[src/rtl/pipe_hazard_ctrl.sv]
// Hazard sequencer around the ID/EX register: load-use stalls with bubble
// injection, branch/jump flushes, and saturating stall/flush statistics.
module pipe_hazard_ctrl #(
    parameter int unsigned LU_STALL = 1,
    parameter int unsigned CNT_W    = 16
) (
    input  logic             clk_i,
    input  logic             rst_i,
    input  logic             idex_memread_i,
    input  logic [4:0]       idex_rt_i,
    input  logic [4:0]       ifid_rs_i,
    input  logic [4:0]       ifid_rt_i,
    input  logic             ifid_uses_rt_i,
    input  logic             jump_i,
    input  logic             branch_taken_i,
    output logic             pc_write_o,
    output logic             ifid_write_o,
    output logic             ifid_flush_o,
    output logic             idex_bubble_o,
    output logic             exmem_flush_o,
    output logic [1:0]       state_o,
    output logic [CNT_W-1:0] stall_cnt_o,
    output logic [CNT_W-1:0] flush_cnt_o
);

    typedef enum logic [1:0] {
        RUN   = 2'b00,
        STALL = 2'b01
    } state_t;

    localparam logic [3:0]       REM_INIT = 4'(LU_STALL - 1);
    localparam logic [CNT_W-1:0] CNT_MAX  = '1;

    state_t     state_q, state_d;
    logic [3:0] rem_q, rem_d;
    logic       lu_haz;
    logic       stall_req;
    logic       stall_bubble;

    assign lu_haz = idex_memread_i && (idex_rt_i != 5'd0) &&
                    ((idex_rt_i == ifid_rs_i) ||
                     (ifid_uses_rt_i && (idex_rt_i == ifid_rt_i)));

    // In STALL the ID/EX stage already holds a bubble, so lu_haz is not re-evaluated.
    assign stall_req = (state_q == STALL) || ((state_q == RUN) && lu_haz);

    // NOTE: every signal written here gets a default first so no latch is inferred.
    always_comb begin
        pc_write_o    = 1'b1;
        ifid_write_o  = 1'b1;
        ifid_flush_o  = 1'b0;
        idex_bubble_o = 1'b0;
        exmem_flush_o = 1'b0;
        stall_bubble  = 1'b0;
        state_d       = RUN;
        rem_d         = 4'd0;

        if (!rst_i) begin
            pc_write_o    = 1'b0;
            ifid_write_o  = 1'b0;
            idex_bubble_o = 1'b1;
        end else if (branch_taken_i) begin
            ifid_flush_o  = 1'b1;
            idex_bubble_o = 1'b1;
            exmem_flush_o = 1'b1;
        end else if (stall_req) begin
            pc_write_o    = 1'b0;
            ifid_write_o  = 1'b0;
            idex_bubble_o = 1'b1;
            stall_bubble  = 1'b1;
            if (state_q == STALL) begin
                if (rem_q > 4'd1) begin
                    state_d = STALL;
                    rem_d   = rem_q - 4'd1;
                end
            end else if (LU_STALL > 1) begin
                state_d = STALL;
                rem_d   = REM_INIT;
            end
        end else if (jump_i) begin
            ifid_flush_o = 1'b1;
        end
    end

    // NOTE: sequential state uses non-blocking assignments only.
    always_ff @(posedge clk_i or negedge rst_i) begin
        if (!rst_i) begin
            state_q     <= RUN;
            rem_q       <= 4'd0;
            stall_cnt_o <= '0;
            flush_cnt_o <= '0;
        end else begin
            state_q <= state_d;
            rem_q   <= rem_d;
            if (stall_bubble && (stall_cnt_o != CNT_MAX))
                stall_cnt_o <= stall_cnt_o + CNT_W'(1);
            if (ifid_flush_o && (flush_cnt_o != CNT_MAX))
                flush_cnt_o <= flush_cnt_o + CNT_W'(1);
        end
    end

    assign state_o = state_q;

endmodule
[config.mk]
export PLATFORM = sky130hd
export DESIGN_NAME = pipe_hazard_ctrl
export DESIGN_NICKNAME = d
export VERILOG_FILES = /design/src/rtl/pipe_hazard_ctrl.sv
export SDC_FILE = /design/constraint.sdc
export NUM_CORES = 1
export LEC_CHECK = 0
export ABC_CLOCK_PERIOD_IN_PS = 2600
export CORE_ASPECT_RATIO = 0.7
export CORE_MARGIN = 2
export CORE_UTILIZATION = 48
export CTS_BUF_LIST = sky130_fd_sc_hd__clkbuf_4
export CTS_CLUSTER_DIAMETER = 100
export DETAILED_ROUTE_END_ITERATION = 10
export GPL_ROUTABILITY_DRIVEN = 0
export PLACE_DENSITY = 0.82
export SLEW_MARGIN = 30
export SYNTH_ARGS = -nofsm -noshare
export SYNTH_HDL_FRONTEND = slang
export SYNTH_SLANG_ARGS = --single-unit
[constraint.sdc]
create_clock -name clk_i -period 2.6 [get_ports clk_i]
set_input_delay 0.52 -clock clk_i [delete_from_list [all_inputs] [get_ports clk_i]]
set_output_delay 0.52 -clock clk_i [all_outputs]
set_load 0.03 [all_outputs]
==> reports/results.tsv <==
stage	metric	value	unit
clock_tree	CTS root buf	clkbuf_4	
power_and_ir_drop	P_sw	0.535	mW
job	max-cap check violation count	0	
sta	Final setup violation count	0	
power_and_ir_drop	leakage	1.17	nW
global_route	first-pass GRT wire length	7010	um
power_and_ir_drop	Int Pwr	1.15	mW
power_and_ir_drop	Logic pwr share	27.1	%
critical_path	Worst Setup Start Kind	primary input	
sta	post-route minimum period	2.52	ns
synthesis	Post-synth EDFFs	0	
floorplan	full die area	4580	um^2
power_and_ir_drop	Tot Pwr	1.68	mW
place	Placement Setup Slack	-0.00327	ns
clock_tree	Sink Count	37	
routing	post-route ant nets	0	
power_and_ir_drop	maximum vdd drop	0.000531	V
finish	Nets	269	
floorplan	CORE AREA	3900	um^2
floorplan	Rows	19	
floorplan	die height	57.2	um
place	IO Port Bufs	58	
clock_tree	H-tree depth	2	
synthesis	post-synthesis sequential area ratio	47.6	%
global_route	Total GRT Usage	20.0	%
sta	Worst Skew	0.0131	ns
routing	Vias	1550	
finish	fillcell total	305	
global_route	number of global-route vias before repair	1530	
floorplan	Top Ports	60	
power_and_ir_drop	part of the power in registers	42.6	%
sta	f_max	0.397	GHz
synthesis	Syn Nets	205	
sta	actual transition at the worst max-transition pin	0.824	ns
clock_tree	cts bufs inserted	5	
synthesis	post-synthesis mux area share	1.16	%
sta	worst relative slew slack	44.4	%
critical_path	Worst Setup End Kind	primary output	
synthesis	Post-Syn Area	1940	um^2
clock_tree	CTS tree	built	
sta	post-route setup TNS	0	ns
synthesis	complex-gate fraction of the synthesized area	3.86	%
floorplan	Die Wd	80.0	um
critical_path	CP Cell Sequence	clkdlybuf4s50_1, xnor2_1, nand4_1, o22ai_2, a31oi_2, a31o_2, buf_4	
sta	fin. max-slew vios	0	
synthesis	adder-cell share of the synthesized area	2.58	%
routing	Post-Route WL	4160	um
global_route	initial antenna violation count	0	
synthesis	Mapped Cells	180	
critical_path	Slowest-stage cell, CP	clkdlybuf4s50_1	
critical_path	Crit Path Class	primary input to primary output	
place	Post-DP HPWL	3180	um
power_and_ir_drop	power per standard cell area	626	nW/um^2
sta	fin crit share	96.8	%
critical_path	Worst path max stage delay	0.53	ns
critical_path	worst path required time	2.08	ns
synthesis	top_reg_cell synth	dfrtp_1	
synthesis	#FFs+latches synth	37	
finish	share of layout cells above drive strength 1	13.1	%
outcome	status	completed	
critical_path	Critical Path Fanout Max	4	
hold_path	Hold Path Class	primary input to asynchronous set/reset pin	
routing	TritonRoute pass-1 iters	4	
clock_tree	clk_lat worst skew	0.35	ns
synthesis	fraction of registers with async set/reset	100	%
finish	register area	926	um^2
floorplan	initial core utilization	49.8	%
synthesis	Post-Synth XOR/XNOR Area	18.9	%
power_and_ir_drop	clock share of power	30.3	%
synthesis	synthesized area per cell	10.8	um^2
clock_tree	hold buffer count at cts	0	
synthesis	post-synth top area share	47.6	%
clock_tree	Clock Path Buffers	2	
routing	DR WL/cell	14.0	um
global_route	Congestion Overflow GR	0	
routing	DRC	0	
finish	Area Overhead vs Synth	38.1	%
finish	most common cell after layout, fill and taps aside	clkdlybuf4s50_1	
sta	Setup WS post-layout	0.0821	ns
global_route	largest net degree at the start of global routing	39	
synthesis	combinational family with the most area after synthesis	simple AND/OR/NAND/NOR gates	
power_and_ir_drop	switch share	31.8	%
synthesis	Yosys cell types	35	
critical_path	Worst Path Arrival	2.00	ns
synthesis	Synth area leader	dfrtp_1	
routing	1st-iter DRT viols	91	
finish	multi-input logic area	962	um^2
sta	final hold violation count	0	
routing	vias per inst	5.22	
synthesis	post-synthesis simple-gate area fraction	22.5	%
synthesis	YS warnings	0	
finish	most frequent cells in the layout	clkdlybuf4s50_1 (49), dfrtp_1 (37), xnor2_1 (35)	
finish	Antenna diodes	0	
clock_tree	Clock Pin Slew Worst Setup and Hold Paths	0.13	ns
synthesis	Synth area leaders	dfrtp_1 (48%), xnor2_1 (16%), nand4_1 (4.5%), nand2_1 (3.3%), xor2_1 (3.2%)	
==> stage by stage <==
step           instances  utilization, %  instance area [um^2]  hold slack, ns
2_1_floorplan        180               -                  1940           0.224
3_3_place_gp         288            65.5                  2550           0.476
3_5_place_dp         288            65.5                  2550           0.478
4_1_cts              297            68.5                  2670           0.320
5_1_grt              297            68.8                  2680           0.328
6_report             297            68.8                  2680           0.314
==> cell families (layout without fill, tap and decap cells) <==
group                    count (synthesis)  count (layout)
AO/OA/AOI/OAI                            9               9
XOR/XNOR                                42              42
adder cells (fa/ha/maj)                  4               4
buffers and inverters                   11              76
flip-flops                              37              37
multiplexers                             2               2
other                                    1               1
AND/OR/NAND/NOR                         74              74
==> synth_stat cells, types with 2 or more instances <==
cell	n
nand4_1	14
nor2_1	11
buf_4	3
and3_1	7
nand3_1	8
xnor2_1	35
nor4b_2	4
dfrtp_1	37
and2_1	2
inv_1	6
ha_1	4
nand2_1	17
xor2_1	7
nor3_1	2
mux2_2	2
and3_4	2
==> registers in the layout (all words and copies together), names as in the netlist <==
signal       count
state_o          1
flush_cnt_o     16
stall_cnt_o     16
rem_q            4
==> power groups by stage <==
stage	Clock [mW]	Combinational, mW	Sequential (mW)
after CTS	0.516	0.459	0.714
after floorplan	0	0.154	0.825
after detailed placement	0	0.457	0.725
final	0.509	0.455	0.716
after global placement	0	0.449	0.723
after global routing	0.550	0.491	0.728
==> final cells by class <==
| class | count | share of cell area (%) |
|---|---|---|
| clock buffer | 5 | 1.40 |
| clock inverter | 3 | 2.57 |
| inverter | 6 | 0.840 |
| multi-input combinational | 132 | 35.9 |
| sequential | 37 | 34.5 |
| tap | 52 | 2.43 |
| timing repair buffer | 62 | 22.4 |
==> worst paths after layout <==
path	start	to	slack [ns]	cells past startpoint
worst max-delay path	idex_rt_i[0]	ifid_flush_o	0.08	7
worst min-delay path	rst_i	stall_cnt_o[7]	0.31	2
worst max register to register	flush_cnt_o[0]	flush_cnt_o[9]	0.39	7
worst min register to register	flush_cnt_o[9]	flush_cnt_o[9]	0.49	1
max in group asynchronous	rst_i	flush_cnt_o[10]	1.95	2
min in group clk_i	flush_cnt_o[9]	flush_cnt_o[9]	0.49	1
==> critical path: cells and delay by family <==
| kind | cells | cell delay [ns] |
|---|---|---|
| compound gates | 3 | 0.52 |
| xor+xnor | 1 | 0.14 |
| buf+inv | 2 | 0.69 |
| simple gates | 1 | 0.12 |
==> routing by layer <==
metal  up-vias  track usage [%]  share of wire (%)
met5         -                0                  0
met4         0             7.26                1.5
met3         7             6.33                6.5
met2        49             30.8                 46
met1       742             26.8                 46
li1        752                -                  -
==> repair_timing <==
action                                  CTS  global route
resized for setup                         0             4
endpoints found under the setup margin    1             4
pin swaps                                 3             1
setup buffers                             1             0
No activity file was read; power rests on OpenSTA's default activity.
